## config.mk

```make
export PLATFORM = sky130hd
export DESIGN_NAME = regfile_writeback
export DESIGN_NICKNAME = d
export VERILOG_FILES = /design/src/rtl/regfile_writeback.sv
export SDC_FILE = /design/constraint.sdc
export NUM_CORES = 1
export LEC_CHECK = 0
export BUFFER_PORTS_ARGS = -buffer_cell sky130_fd_sc_hd__clkbuf_2
export CORE_AREA = 3 3 189 191
export CTS_CLUSTER_SIZE = 20
export DETAILED_ROUTE_END_ITERATION = 7
export DIE_AREA = 0 0 192 194
export GPL_ROUTABILITY_DRIVEN = 0
export PLACE_DENSITY_LB_ADDON = 0.05
export SYNTH_ARGS = -nofsm -noshare
export SYNTH_HDL_FRONTEND = slang
export SYNTH_SLANG_ARGS = --single-unit
```

## constraint.sdc

```tcl
create_clock -name clk -period 3.5 [get_ports clk]
set_input_delay 0.7 -clock clk [delete_from_list [all_inputs] [get_ports clk]]
set_output_delay 0.7 -clock clk [all_outputs]
set_load 0.1 [all_outputs]
```

## src/rtl/regfile_writeback.sv

```systemverilog
// Write-back arbiter for the register file's single write port: ALU results take priority, mul/div results queue in a FIFO.
// Latency: 1 cycle from the winning source to RegWrite/rd/writedata. Also tracks busy registers for outstanding mul/div results.
// Backpressure: md_ready drops when the FIFO is full; alu_stall (registered) holds the ALU for one cycle when the FIFO is starved.
module regfile_writeback #(
    parameter int FIFO_DEPTH   = 4,
    parameter int STARVE_LIMIT = 8
) (
    input  logic        clk,
    input  logic        rst,
    input  logic        alu_valid,
    input  logic [4:0]  alu_rd,
    input  logic [31:0] alu_data,
    output logic        alu_stall,
    input  logic        md_valid,
    input  logic [4:0]  md_rd,
    input  logic [31:0] md_data,
    output logic        md_ready,
    input  logic        issue_valid,
    input  logic [4:0]  issue_rd,
    input  logic [4:0]  rs,
    input  logic [4:0]  rt,
    output logic        hazard_rs,
    output logic        hazard_rt,
    output logic [31:0] busy,
    output logic        RegWrite,
    output logic [4:0]  rd,
    output logic [31:0] writedata
);

    localparam int PW = (FIFO_DEPTH > 1) ? $clog2(FIFO_DEPTH) : 1;
    localparam int CW = $clog2(FIFO_DEPTH + 1);
    localparam int SW = $clog2(STARVE_LIMIT + 1);

    logic [4:0]    fifo_rd_q  [FIFO_DEPTH];
    logic [31:0]   fifo_dat_q [FIFO_DEPTH];

    logic [PW-1:0] head_q, head_d;
    logic [PW-1:0] tail_q, tail_d;
    logic [CW-1:0] count_q, count_d;
    logic [SW-1:0] starve_q, starve_d;
    logic          alu_stall_q, alu_stall_d;
    logic [31:0]   busy_q, busy_d;
    logic          regwrite_q, regwrite_d;
    logic [4:0]    rd_q, rd_d;
    logic [31:0]   wdata_q, wdata_d;

    logic          alu_win;
    logic          fifo_ne;
    logic          push;
    logic          pop;
    logic [4:0]    head_rd;
    logic [31:0]   head_dat;

    // Full means count has reached depth; a same-cycle pop does not open a slot.
    assign md_ready  = (count_q != CW'(FIFO_DEPTH));
    assign alu_stall = alu_stall_q;
    assign busy      = busy_q;
    assign hazard_rs = busy_q[rs];
    assign hazard_rt = busy_q[rt];
    assign RegWrite  = regwrite_q;
    assign rd        = rd_q;
    assign writedata = wdata_q;

    // Arbitration, FIFO bookkeeping, starvation tracking and scoreboard next state.
    always_comb begin
        alu_win     = !alu_stall_q && alu_valid;
        fifo_ne     = (count_q != '0);
        pop         = fifo_ne && !alu_win;
        push        = md_valid && md_ready;
        head_rd     = fifo_rd_q[head_q];
        head_dat    = fifo_dat_q[head_q];

        head_d      = head_q;
        tail_d      = tail_q;
        count_d     = count_q;
        starve_d    = starve_q;
        busy_d      = busy_q;
        regwrite_d  = 1'b0;
        rd_d        = rd_q;
        wdata_d     = wdata_q;

        // Writes to r0 are dropped but still consume the slot; address/data hold.
        if (alu_win) begin
            if (alu_rd != 5'd0) begin
                regwrite_d = 1'b1;
                rd_d       = alu_rd;
                wdata_d    = alu_data;
            end
        end else if (pop) begin
            if (head_rd != 5'd0) begin
                regwrite_d = 1'b1;
                rd_d       = head_rd;
                wdata_d    = head_dat;
            end
        end

        if (push) begin
            tail_d = tail_q + PW'(1);
        end
        if (pop) begin
            head_d = head_q + PW'(1);
        end
        case ({push, pop})
            2'b10:   count_d = count_q + CW'(1);
            2'b01:   count_d = count_q - CW'(1);
            default: count_d = count_q;
        endcase

        // Count only cycles where a waiting FIFO head loses to the ALU.
        if (!fifo_ne || pop) begin
            starve_d = '0;
        end else if (alu_win) begin
            starve_d = starve_q + SW'(1);
        end
        alu_stall_d = (starve_d == SW'(STARVE_LIMIT));

        // Clear first so a same-cycle issue to the same register wins.
        if (pop) begin
            busy_d[head_rd] = 1'b0;
        end
        if (issue_valid && (issue_rd != 5'd0)) begin
            busy_d[issue_rd] = 1'b1;
        end
        busy_d[0] = 1'b0;
    end

    // Control and write-port registers; reset discards queued results.
    always_ff @(posedge clk or posedge rst) begin
        if (rst) begin
            head_q      <= '0;
            tail_q      <= '0;
            count_q     <= '0;
            starve_q    <= '0;
            alu_stall_q <= 1'b0;
            busy_q      <= '0;
            regwrite_q  <= 1'b0;
            rd_q        <= '0;
            wdata_q     <= '0;
        end else begin
            head_q      <= head_d;
            tail_q      <= tail_d;
            count_q     <= count_d;
            starve_q    <= starve_d;
            alu_stall_q <= alu_stall_d;
            busy_q      <= busy_d;
            regwrite_q  <= regwrite_d;
            rd_q        <= rd_d;
            wdata_q     <= wdata_d;
        end
    end

    // FIFO storage; validity is tracked by the pointers, so no reset needed.
    always_ff @(posedge clk) begin
        if (push) begin
            fifo_rd_q[tail_q]  <= md_rd;
            fifo_dat_q[tail_q] <= md_data;
        end
    end

endmodule

```

==> metrics.csv <==
metric,value,unit
status,"complete, no violations",
synth-async-reset-ratio,35.37,%
cts_htree_levels,1,
worstPathArrival,2.60,ns
grt_pass1_wl,47680,µm
min_period,3.304,ns
fin_util,36.31,%
yosys_warnings,0,
end_kind,primary output,
fmax,302.7,MHz
start_util,29.87,%
antenna_found_initial,3,
synth_compound_area_share,10.82,%
dpl_cell_area,11570,µm²
cts_resized,0,
synth_nets,809,
syn-instance-count,708,
synth_most_common_cell,edfxtp_1,
hp-class,input port to asynchronous set/reset pin,
synth_mux_area_share,12.72,%
fin_worst_skew,0.01534,ns
vias,7183,
rsz0062_at_grt,false,
final_nets,964,
finalSetupTns,0,ns
stdcell_area,12450,µm²
syn_to_final_growth,21.55,%
reg2regPathDepth,4,
drt-initial-drc-count,391,
worstPathMaxFanout,9,
ant_nets,0,
grt_pass1_vias,7539,
synth_xor_area_share,0.6841,%
power,13.47,mW
yosysTopAreaCellShare,43.39,%
path_clk_slew,0.06,ns
cap_violations,0,
core,34290,µm²
dieHeight,194,µm
port_buffers,166,
cts_max_path_buffers,3,
synth_common_cells,"148 x edfxtp_1, 81 x dfrtp_1, 55 x mux4_2",
synth_edf_count,148,
grt_overflow,0,
worst-setup-path-type,input port to primary output,
slew_violations,0,
cts.sinks,229,
ys_types,46,
vias_per_cell,5.356,
post-route-period-util,94.39,%
irDropWorstVdd,0.8421,mV
worst_slew_pin_slew,0.9391,ns
routed_wl,31750,µm
synthSimpleGateAreaFrac,7.537,%
die_x,192,µm
syn-cell-area,10240,µm²
die-area,37250,µm²
cts_made_buffers,28,
dp_hpwl,20810,µm
io_pins,168,
worstPathRequired,2.80,ns
hold_viol_final,0,
ys_ff_latch,229,
grt_max_degree,76,
synth.avg_cell_area,14.47,µm²
ys_top_cells_by_area,"edfxtp_1 43%, dfrtp_1 20%, mux4_2 12%",
grt_util_all_layers,16.75,%
cts-hold-fix-buffers,0,
start_kind,input port,
final_layout_size_suffix_gt1_share,33.79,%
post_cts_buffers,0,
p_leak,4.680,nW
yosysSeqAreaShare,63.18,%
synth_largest_area_cell,edfxtp_1,
tritoncts,done,
powerDensity,1082,nW/µm²
drc,0,
relSlewSlack,37.40,%
worstSkewPairLatency,0.54,ns
setup_violations,0,
first_pass_iters,5,
ys.flop_type,edfxtp_1,
rows,68,
cts_root_buffer,clkbuf_16,
synthAdderAreaFrac,0.9284,%
wire_per_inst,23.67,µm
synth_top_family_by_area,multiplexers,
-- critical path, cell delays in order --
cell and delay, ns:
clkbuf_2 0.25, mux4_2 0.54, mux4_2 0.47, mux2_2 0.28
clkbuf_2 0.37
-- cell families (layout without fill, tap and decap cells) --
group,after synthesis,in the layout
compound gates,169,169
xor+xnor,8,8
fa+ha+maj,7,7
buf+inv,101,278
flops,229,229
mux,61,61
other cells,1,2
simple gates,132,132
-- final timing paths --
kind                                  start                end  slack, ns
worst max-delay path                  rt[1]          hazard_rt       0.20
worst min-delay path                    rst          tail_q[1]       0.26
worst max register to register    head_q[0]      writedata[11]       0.62
worst min register to register  starve_q[0]        starve_q[0]       0.48
max in group asynchronous               rst           RegWrite       2.50
min in group clk                md_data[26]  fifo_dat_q[0][26]       0.37
-- flip-flops by register name, indices dropped and copies added, names as in the netlist, 2 cells and up --
register / cells
busy: 31
count_q: 3
fifo_dat_q: 128
fifo_rd_q: 20
head_q: 2
rd: 5
starve_q: 4
tail_q: 2
writedata: 32
-- report_power, final --
part | leakage, nW | total [mW] | switching [mW] | internal, mW
combinational | 1.94 | 6.43 | 5.00 | 1.43
clock | 0.421 | 2.72 | 1.11 | 1.61
sequential | 2.32 | 4.32 | 0.606 | 3.71
total | 4.68 | 13.5 | 6.72 | 6.75
-- cell usage in the layout (no fill, tap or decap), drive strengths merged, types with 2 or more instances in the layout --
master and n:
clkinvlp 2, mux2 3, xnor2 5, ha 6, xor2 3, inv 42, nand3b 8, dfrtp 81
a21oi 4, or3 3, edfxtp 148, or3b 5, o2111ai 31, mux2i 3, and3 6, or4b 2
nor3 2, bufinv 2, a31oi 31, nand4 39, nand2 8, nand3 45, clkbuf 199, nor2 7
a211oi 32, buf 19, mux4 55, clkinv 14, o21ai 63, a32oi 5
-- through the flow --
step	instances	setup WS, ns	hold slack (ns)
2_1_floorplan	708	0.2627	0.4458
3_3_place_gp	1288	0.2083	0.4589
3_5_place_dp	1288	0.1867	0.4800
4_1_cts	1340	0.1877	0.2728
5_1_grt	1341	0.1213	0.3003
6_report	1341	0.1965	0.2574
-- area by class of cell --
| cell class | instances | area [µm²] |
|---|---|---|
| inverters | 41 | 156.4 |
| repair buffers | 185 | 985.9 |
| fillers | 3334 | 21840 |
| well taps | 455 | 569.3 |
| clock buffers | 33 | 719.4 |
| diodes | 1 | 2.502 |
| clock inverters | 19 | 153.9 |
| multi-input cells | 378 | 3388 |
| flip-flops and latches | 229 | 6474 |
-- layer usage --
layer | wire [µm] | global-route usage (%)
met1 | 14000 | 23.22
met2 | 15090 | 27.07
met3 | 1778 | 3.236
met4 | 849 | 4.398
met5 | 27 | 0
Power figures use the tool's default switching activity.
